**config.mk**
```make
export PLATFORM = sky130hd
export DESIGN_NAME = interrupt_controller
export DESIGN_NICKNAME = d
export VERILOG_FILES = /design/src/rtl/intc_pkg.sv /design/src/rtl/irq_priority_encoder.sv /design/src/rtl/interrupt_controller.sv
export SDC_FILE = /design/constraint.sdc
export NUM_CORES = 1
export LEC_CHECK = 0
export CAP_MARGIN = 20
export CORE_AREA = 2 2 50 57
export CTS_BUF_LIST = sky130_fd_sc_hd__clkbuf_8
export CTS_CLUSTER_SIZE = 40
export DETAILED_ROUTE_END_ITERATION = 6
export DIE_AREA = 0 0 52 59
export PLACE_DENSITY_LB_ADDON = 0.25
export SLEW_MARGIN = 10
export SYNTH_ARGS = -nofsm -noshare
export SYNTH_HDL_FRONTEND = slang
export SYNTH_HIERARCHICAL = 1
export SYNTH_SLANG_ARGS = --single-unit
```
**constraint.sdc**
```tcl
create_clock -name clk -period 1.85 [get_ports clk]
set_clock_uncertainty 0.1 [all_clocks]
set_input_delay 0.2775 -clock clk [delete_from_list [all_inputs] [get_ports clk]]
set_output_delay 0.2775 -clock clk [all_outputs]
set_load 0.005 [all_outputs]
```
**src/rtl/intc_pkg.sv**
```systemverilog
// Purpose : shared types, widths and the vector-address helper for the interrupt controller.
// Latency : n/a (definitions only).
// Backpr. : n/a.
// Contents: intc_state_e (IDLE/REQUEST/SERVICE), VEC_W, SEL_W, vec_addr().
package intc_pkg;

  localparam int VEC_W = 16;
  localparam int SEL_W = 4;

  typedef enum logic [1:0] {
    IDLE    = 2'd0,
    REQUEST = 2'd1,
    SERVICE = 2'd2
  } intc_state_e;

  // Handler address of slot 'sel'; wraps modulo 2^VEC_W.
  function automatic logic [VEC_W-1:0] vec_addr(input logic [VEC_W-1:0] base,
                                                input logic [VEC_W-1:0] stride,
                                                input logic [SEL_W-1:0] sel);
    logic [VEC_W-1:0] sel_ext;
    sel_ext = VEC_W'(sel);
    return base + (sel_ext * stride);
  endfunction

endpackage

```
**src/rtl/irq_priority_encoder.sv**
```systemverilog
// Purpose : fixed-priority encoder; reports whether any request is set and the lowest set index.
// Latency : combinational.
// Backpr. : none.
// Ports   : req_i (N requests), vld_o (any set), idx_o (lowest set index, 0 when none).
module irq_priority_encoder
  import intc_pkg::*;
#(
  parameter int N = 4
) (
  input  logic [N-1:0]     req_i,
  output logic             vld_o,
  output logic [SEL_W-1:0] idx_o
);

  // Walk from the top down so the lowest set index is the last one written.
  always_comb begin
    idx_o = '0;
    for (int i = N - 1; i >= 0; i--) begin
      if (req_i[i]) idx_o = SEL_W'(i);
    end
  end

  assign vld_o = |req_i;

endmodule

```
**src/rtl/interrupt_controller.sv**
```systemverilog
// Purpose : latches IRQ sources, picks the highest-priority enabled one and requests the CPU;
//           pulses mask_int on acknowledge and unmask_int on return-from-interrupt.
// Latency : irq edge -> int_req 2 cycles; cpu_ack/reti -> mask_int/unmask_int 1 cycle.
// Backpr. : request is held until cpu_ack or withdrawn when flag_mask rises; no nesting.
// Config  : define INTC_LEVEL_EN for level-sensitive sources (pending = registered irq,
//           acknowledge does not clear); default is rising-edge latched sources.
// Ports   : clk, rst (sync, active-high); irq, irq_en, flag_mask, cpu_ack, reti in;
//           int_req, int_vector, mask_int, unmask_int, in_service, pending out.
module interrupt_controller
  import intc_pkg::*;
#(
  parameter int               NUM_IRQ       = 4,
  parameter logic [VEC_W-1:0] VECTOR_BASE   = 16'h0010,
  parameter int               VECTOR_STRIDE = 2
) (
  input  logic               clk,
  input  logic               rst,
  input  logic [NUM_IRQ-1:0] irq,
  input  logic [NUM_IRQ-1:0] irq_en,
  input  logic               flag_mask,
  input  logic               cpu_ack,
  input  logic               reti,
  output logic               int_req,
  output logic [VEC_W-1:0]   int_vector,
  output logic               mask_int,
  output logic               unmask_int,
  output logic               in_service,
  output logic [NUM_IRQ-1:0] pending
);

  intc_state_e        state_q, state_d;
  logic [SEL_W-1:0]   sel_q, sel_d;
  logic [NUM_IRQ-1:0] pending_q, pending_d;
  logic               mask_q, unmask_q;
  logic               ack_take, ret_take;
  logic               cand_vld;
  logic [SEL_W-1:0]   cand_idx;

  irq_priority_encoder #(.N(NUM_IRQ)) u_enc (
    .req_i (pending_q & irq_en),
    .vld_o (cand_vld),
    .idx_o (cand_idx)
  );

  // Next-state: sel is only reloaded on the IDLE->REQUEST transition, so a
  // later higher-priority arrival cannot change a request already in flight.
  always_comb begin
    state_d  = state_q;
    sel_d    = sel_q;
    ack_take = 1'b0;
    ret_take = 1'b0;
    case (state_q)
      IDLE: begin
        if (cand_vld && !flag_mask) begin
          state_d = REQUEST;
          sel_d   = cand_idx;
        end
      end
      REQUEST: begin
        // Acknowledge takes precedence over a simultaneous mask.
        if (cpu_ack) begin
          state_d  = SERVICE;
          ack_take = 1'b1;
        end else if (flag_mask) begin
          state_d = IDLE;
        end
      end
      SERVICE: begin
        if (reti) begin
          state_d  = IDLE;
          ret_take = 1'b1;
        end
      end
      default: state_d = IDLE;
    endcase
  end

`ifdef INTC_LEVEL_EN
  // Level-sensitive: pending mirrors the lines one cycle late.
  always_comb begin
    pending_d = irq;
  end

  always_ff @(posedge clk) begin
    if (rst) begin
      pending_q <= '0;
    end else begin
      pending_q <= pending_d;
    end
  end
`else
  logic [NUM_IRQ-1:0] irq_prev_q;
  logic [NUM_IRQ-1:0] clr_vec;

  // A new edge on the same cycle as the acknowledge clear keeps the bit set.
  always_comb begin
    clr_vec = '0;
    for (int i = 0; i < NUM_IRQ; i++) begin
      clr_vec[i] = ack_take && (sel_q == SEL_W'(i));
    end
    pending_d = (pending_q & ~clr_vec) | (irq & ~irq_prev_q);
  end

  // Edge register reloads from irq in reset so lines already high do not fire.
  always_ff @(posedge clk) begin
    if (rst) begin
      pending_q  <= '0;
      irq_prev_q <= irq;
    end else begin
      pending_q  <= pending_d;
      irq_prev_q <= irq;
    end
  end
`endif

  always_ff @(posedge clk) begin
    if (rst) begin
      state_q  <= IDLE;
      sel_q    <= '0;
      mask_q   <= 1'b0;
      unmask_q <= 1'b0;
    end else begin
      state_q  <= state_d;
      sel_q    <= sel_d;
      // Pulses derive from entering and leaving SERVICE, which cannot happen
      // on the same edge, so mask and unmask never overlap.
      mask_q   <= ack_take;
      unmask_q <= ret_take;
    end
  end

  assign int_req    = (state_q == REQUEST);
  assign in_service = (state_q == SERVICE);
  assign mask_int   = mask_q;
  assign unmask_int = unmask_q;
  assign pending    = pending_q;
  assign int_vector = vec_addr(VECTOR_BASE, VEC_W'(VECTOR_STRIDE), sel_q);

endmodule

```
==> flow_metrics.tcl, run 1 <==
set metrics [dict create \
    status "finished clean" \
    synth_compound_area_share_pct 10.21 \
    yosysTopAreaCell "dfxtp_1" \
    portBuffers 25 \
    worst_ep_arrival_time_ns 1.38 \
    synth-adder-area-share_pct 0 \
    grt_max_degree 12 \
    yosysSeqAreaShare_pct 44.29 \
    max_freq_mhz 569.3 \
    vias_per_cell 4.058 \
    muxShareOfSynthArea_pct 5.536 \
    maxSlewViolCount 0 \
    htree_num_levels 1 \
    finalCritPeriodShare_pct 94.94 \
    setup-tns-final_ns 0 \
    synthSimpleGateAreaFrac_pct 22.84 \
    ys.flop_type "dfxtp_1" \
    ant_nets 0 \
    synth_xor_area_share_pct 0 \
    post_cts_buffers 0 \
    track_usage_pct 10.95 \
    grt_pass1_vias 514 \
    power.density_nw_per_um2 769.6 \
    power_w 0.0008069 \
    netlist.area_leader.share_pct 44.29 \
    tritoncts "built" \
    grt_pass1_wl_um 2387 \
    pin_count 37 \
    period_needed_ns 1.756 \
    yosys-top-cells-area "dfxtp_1 (44%), buf_4 (13%), mux2i_1 (5.5%)" \
    yosysMostFrequentCell "dfxtp_1" \
    yosys_warnings 6 \
    seq_power_share_pct 46.6 \
    cts_buffer_depth 2 \
    drt-wirelength-per-cell_um 10.32 \
    swShare_pct 22.32 \
    p_sw_w 0.0001801 \
    area_growth_pct 44.98 \
    vias 564 \
    max_stage_delay_ns 0.53 \
    clock_latency_ns 0.25 \
    coreArea_um2 2449 \
    holdPathStages 2 \
    wirelength_um 1434 \
    die_h_um 59 \
    post-dp-hpwl_um 1138 \
    drcViolationCount 0 \
    internal_power_w 0.0006268 \
    cts-buffers-inserted 3 \
    hold_ws_ns 0.3805 \
    path_max_fanout 4 \
    rsz0062_at_grt "false" \
    drt-initial-drc-count 8 \
    worstPathRequired_ns 1.47 \
    utilization_pct 42.82 \
    ys_types 18 \
    cp_slowest_cell "clkdlybuf4s50_1" \
    die_area_um2 3068 \
    netlist_instances 78 \
    cp_cell_sequence "nor2b_2, clkdlybuf4s50_1" \
    r2r_cells 7 \
    synth_edf_count 0 \
    setup_viol 0 \
    cts.clk_slew.worst_paths_ns 0.06 \
    die_w_um 52 \
    synth_top_family_by_area "simple AND/OR/NAND/NOR gates" \
    crit_path_end_kind "primary output" \
    layout-drive-gt1-share_pct 12.04 \
    cts_root_buffer "clkbuf_8" \
    crit_type "reg2out" \
    hold_class "reg2reg" \
    nFillCells 244 \
    rows 19 \
    cp-start-kind "flip-flop" \
    grt_overflow 0 \
    ir_worst_vdd_mv 0.4549 \
    clock_sinks 16 \
    dr.pass1.iters 4 \
    power_frac_clock_pct 38.5 \
    gp_congestion 0.7686 \
    p_leak_nw 0.4136 \
    start_util_pct 29.54 \
    synth_async_sr_flop_share_pct 0 \
    p_comb_share_pct 14.9 \
    nets 122 \
    finalHoldViolCount 0 \
    finish.instance_area_um2 1049 \
    ys_ff_latch 16 \
    n_antenna_cell 0 \
    grt_antenna_before_repair 0 \
    syn_avg_cell_area_um2 9.272 \
    postPlaceCellArea_um2 982.2 \
    cap_viol_max_count 0 \
    synth_common_cells "dfxtp_1 (16), buf_4 (13), nor2_1 (9)" \
    synth_area_um2 723.2 \
]
cell type report:
class                      instances  area [um^2]  area share (%)
timing repair buffer              29        280.3           26.73
clock buffer                       4        55.05           5.251
sequential                        16        321.6           30.67
tap                               31        38.79           3.699
multi-input combinational         55        337.8           32.22
inverter                           4        15.01           1.432
per-layer routing:
layer	track usage, %	part of all wire, %	up-vias
met5	0	0	-
met2	16.27	47	23
met3	3.788	6.4	2
li1	-	-	292
met1	13.97	46	247
met4	5.639	1.0	0
per-stage QoR:
stage | instances | setup WS [ns]
floorplan | 89 | 0.4093
global placement | 135 | 0.04142
detailed placement | 135 | 0.01392
CTS | 139 | 0.02530
global route | 139 | 0.02979
finish | 139 | 0.09357
state kept, by name (all words and copies together) (netlist names):
register    cells
mask_int        1
unmask_int      1
irq_prev_q      4
pending         4
sel_q           4
state_q         2
path summary, 6_finish.rpt:
kind,to,from,slack (ns)
setup / recovery,int_req,state_q[0],0.09
hold / removal,pending[1],irq_prev_q[1],0.38
setup reg to reg,sel_q[1],pending[2],0.37
hold reg to reg,pending[1],irq_prev_q[1],0.38
critical path, delay by kind of cell, from the launching register on:
kind	cells	cell delay [ns]
flip-flops	1	0.39
AND/OR/NAND/NOR	1	0.20
buffers and inverters	1	0.53
power groups by stage:
stage,Clock (W),Combinational (W),Sequential (W)
2_1_floorplan,0,0.0000701,0.000380
3_5_place_dp,0,0.000120,0.000383
3_3_place_gp,0,0.000118,0.000383
5_1_grt,0.000337,0.000134,0.000378
4_1_cts,0.000325,0.000121,0.000375
6_report,0.000311,0.000121,0.000376
layout by cell type (no fill, tap or decap):
master and n:
clkdlybuf4s50_1 25, o41ai_1 4, nor2b_2 1, nor2b_4 1
mux2i_1 4, dfxtp_2 1, nor3_1 1, nand2_1 2
conb_1 13, and3b_1 1, nand4bb_1 1, nor2_1 9
dfxtp_1 15, a21oi_1 6, and2_1 4, nand2b_1 6
buf_4 4, nor4b_4 1, clkbuf_8 4, a21oi_2 1
inv_1 4
cell families after synthesis:
kind of cell	Yosys count
AOI/OAI and AO/OA	11
DFF	16
buffers and inverters	18
muxes	4
and+or+nand+nor	27
other	2
repair_timing:
action | in CTS | in global routing
resized for setup | 2 | 2
hold buffers | 0 | 0
endpoints found under the setup margin | 1 | 2
No activity file was read; power rests on OpenSTA's default activity.
==> inputs of run 2 (changes only) <==
--- a/config.mk
+++ b/config.mk
@@ -8,10 +8,12 @@
 export CAP_MARGIN = 20
 export CORE_AREA = 2 2 50 57
 export CTS_BUF_LIST = sky130_fd_sc_hd__clkbuf_8
+export CTS_CLUSTER_DIAMETER = 150
 export CTS_CLUSTER_SIZE = 40
 export DETAILED_ROUTE_END_ITERATION = 6
 export DIE_AREA = 0 0 52 59
 export PLACE_DENSITY_LB_ADDON = 0.25
+export SKIP_LAST_GASP = 1
 export SLEW_MARGIN = 10
 export SYNTH_ARGS = -nofsm -noshare
 export SYNTH_HDL_FRONTEND = slang
==> flow_metrics.tcl, run 2 (same netlist as run 1, synthesis figures left out) <==
set metrics [dict create \
    status "finished clean" \
    setup_viol 0 \
    start_util_pct 29.54 \
    vias_per_cell 4.043 \
    max_freq_mhz 561.3 \
    finish.instance_area_um2 1044 \
    cts_buffer_depth 2 \
    utilization_pct 42.62 \
    cts_root_buffer "clkbuf_8" \
    layout_common_cells "clkdlybuf4s50_1 (25), dfxtp_1 (15), conb_1 (13)" \
    drt-initial-drc-count 8 \
    grt_overflow 0 \
    post_cts_buffers 0 \
    ant_nets 0 \
    clock_latency_ns 0.25 \
    pin_count 37 \
    postPlaceCellArea_um2 982.2 \
    coreArea_um2 2449 \
    post_cts_resized 1 \
    ir_worst_vdd_mv 0.4551 \
    worstPathRequired_ns 1.47 \
    worst_ep_arrival_time_ns 1.40 \
    finalHoldViolCount 0 \
    path_max_fanout 4 \
    tritoncts "built" \
    track_usage_pct 10.95 \
    drcViolationCount 0 \
    die_area_um2 3068 \
    rsz0062_at_grt "true" \
    grt_pass1_vias 514 \
    grt_pass1_wl_um 2387 \
    nets 122 \
    grt_antenna_before_repair 0 \
    crit_path_end_kind "primary output" \
    clock_sinks 16 \
    maxSlewViolCount 0 \
    rows 19 \
    cap_viol_max_count 0 \
    hold_class "reg2reg" \
    layout-drive-gt1-share_pct 12.04 \
    post-dp-hpwl_um 1138 \
    dr.pass1.iters 4 \
    cts.clk_slew.worst_paths_ns 0.06 \
    vias 562 \
    die_w_um 52 \
    dp_cells 135 \
    crit_type "reg2out" \
    drt-wirelength-per-cell_um 10.30 \
    hold_ws_ns 0.3807 \
    htree_num_levels 1 \
    postCtsHoldBufs 0 \
    n_antenna_cell 0 \
    gp_congestion 0.7686 \
    period_needed_ns 1.782 \
    grt_max_degree 12 \
    final_cells 139 \
    p_leak_nw 0.4132 \
    die_h_um 59 \
    power.density_nw_per_um2 772.3 \
    cp-start-kind "flip-flop" \
    finalCritPeriodShare_pct 96.30 \
    wirelength_um 1432 \
    area_growth_pct 44.29 \
    layout_commonest_cell "clkdlybuf4s50_1" \
    cts-buffers-inserted 3 \
    portBuffers 25 \
    setup-tns-final_ns 0 \
]
==> run 2: cell counts in the layout (fill, tap and decap cells not counted) <==
No cell type changed its count.
==> run 2: layer usage <==
layer	GRT usage (%)	share of wire, %	up-vias
li1	-	-	292
met1	13.97	46	245
met2	16.27	47	23
met3	3.788	6.4	2
met4	5.639	1.0	0
met5	0	0	-
==> run 2: layout make-up <==
cell class | instances | area, um^2
flip-flops and latches | 16 | 321.6
repair buffers | 29 | 280.3
inverters | 4 | 15.01
clock buffers | 4 | 55.05
well taps | 31 | 38.79
multi-input cells | 55 | 332.8
fillers | 244 | 1405
==> run 2: worst paths after layout <==
path	start	end	slack, ns	depth (start not counted)
worst max-delay path	state_q[1]	in_service	0.07	2
worst min-delay path	irq_prev_q[1]	pending[1]	0.38	2
worst min register to register	irq_prev_q[1]	pending[1]	0.38	2
worst max register to register	pending[2]	sel_q[1]	0.37	7
==> run 2: report_power, final <==
| group | internal [W] | total (W) | switching, W |
|---|---|---|---|
| clock | 0.000189 | 0.000311 | 0.000122 |
| sequential | 0.000362 | 0.000375 | 0.0000134 |
| combinational | 0.0000758 | 0.000120 | 0.0000444 |
| total | 0.000626 | 0.000806 | 0.000180 |
==> run 2: worst max-delay path: stages, from the launching register on <==
cell and delay, ns:
dfxtp_1 0.41, nor2b_2 0.22, clkdlybuf4s50_1 0.52
==> run 2: stage by stage <==
step | power [W] | worst slack, ns
floorplan | 0.0004503 | 0.4093
global placement | 0.0005010 | 0.04142
detailed placement | 0.0005027 | 0.01392
CTS | 0.0008211 | -0.00003575
global route | 0.0008482 | -0.007380
finish | 0.0008059 | 0.06846
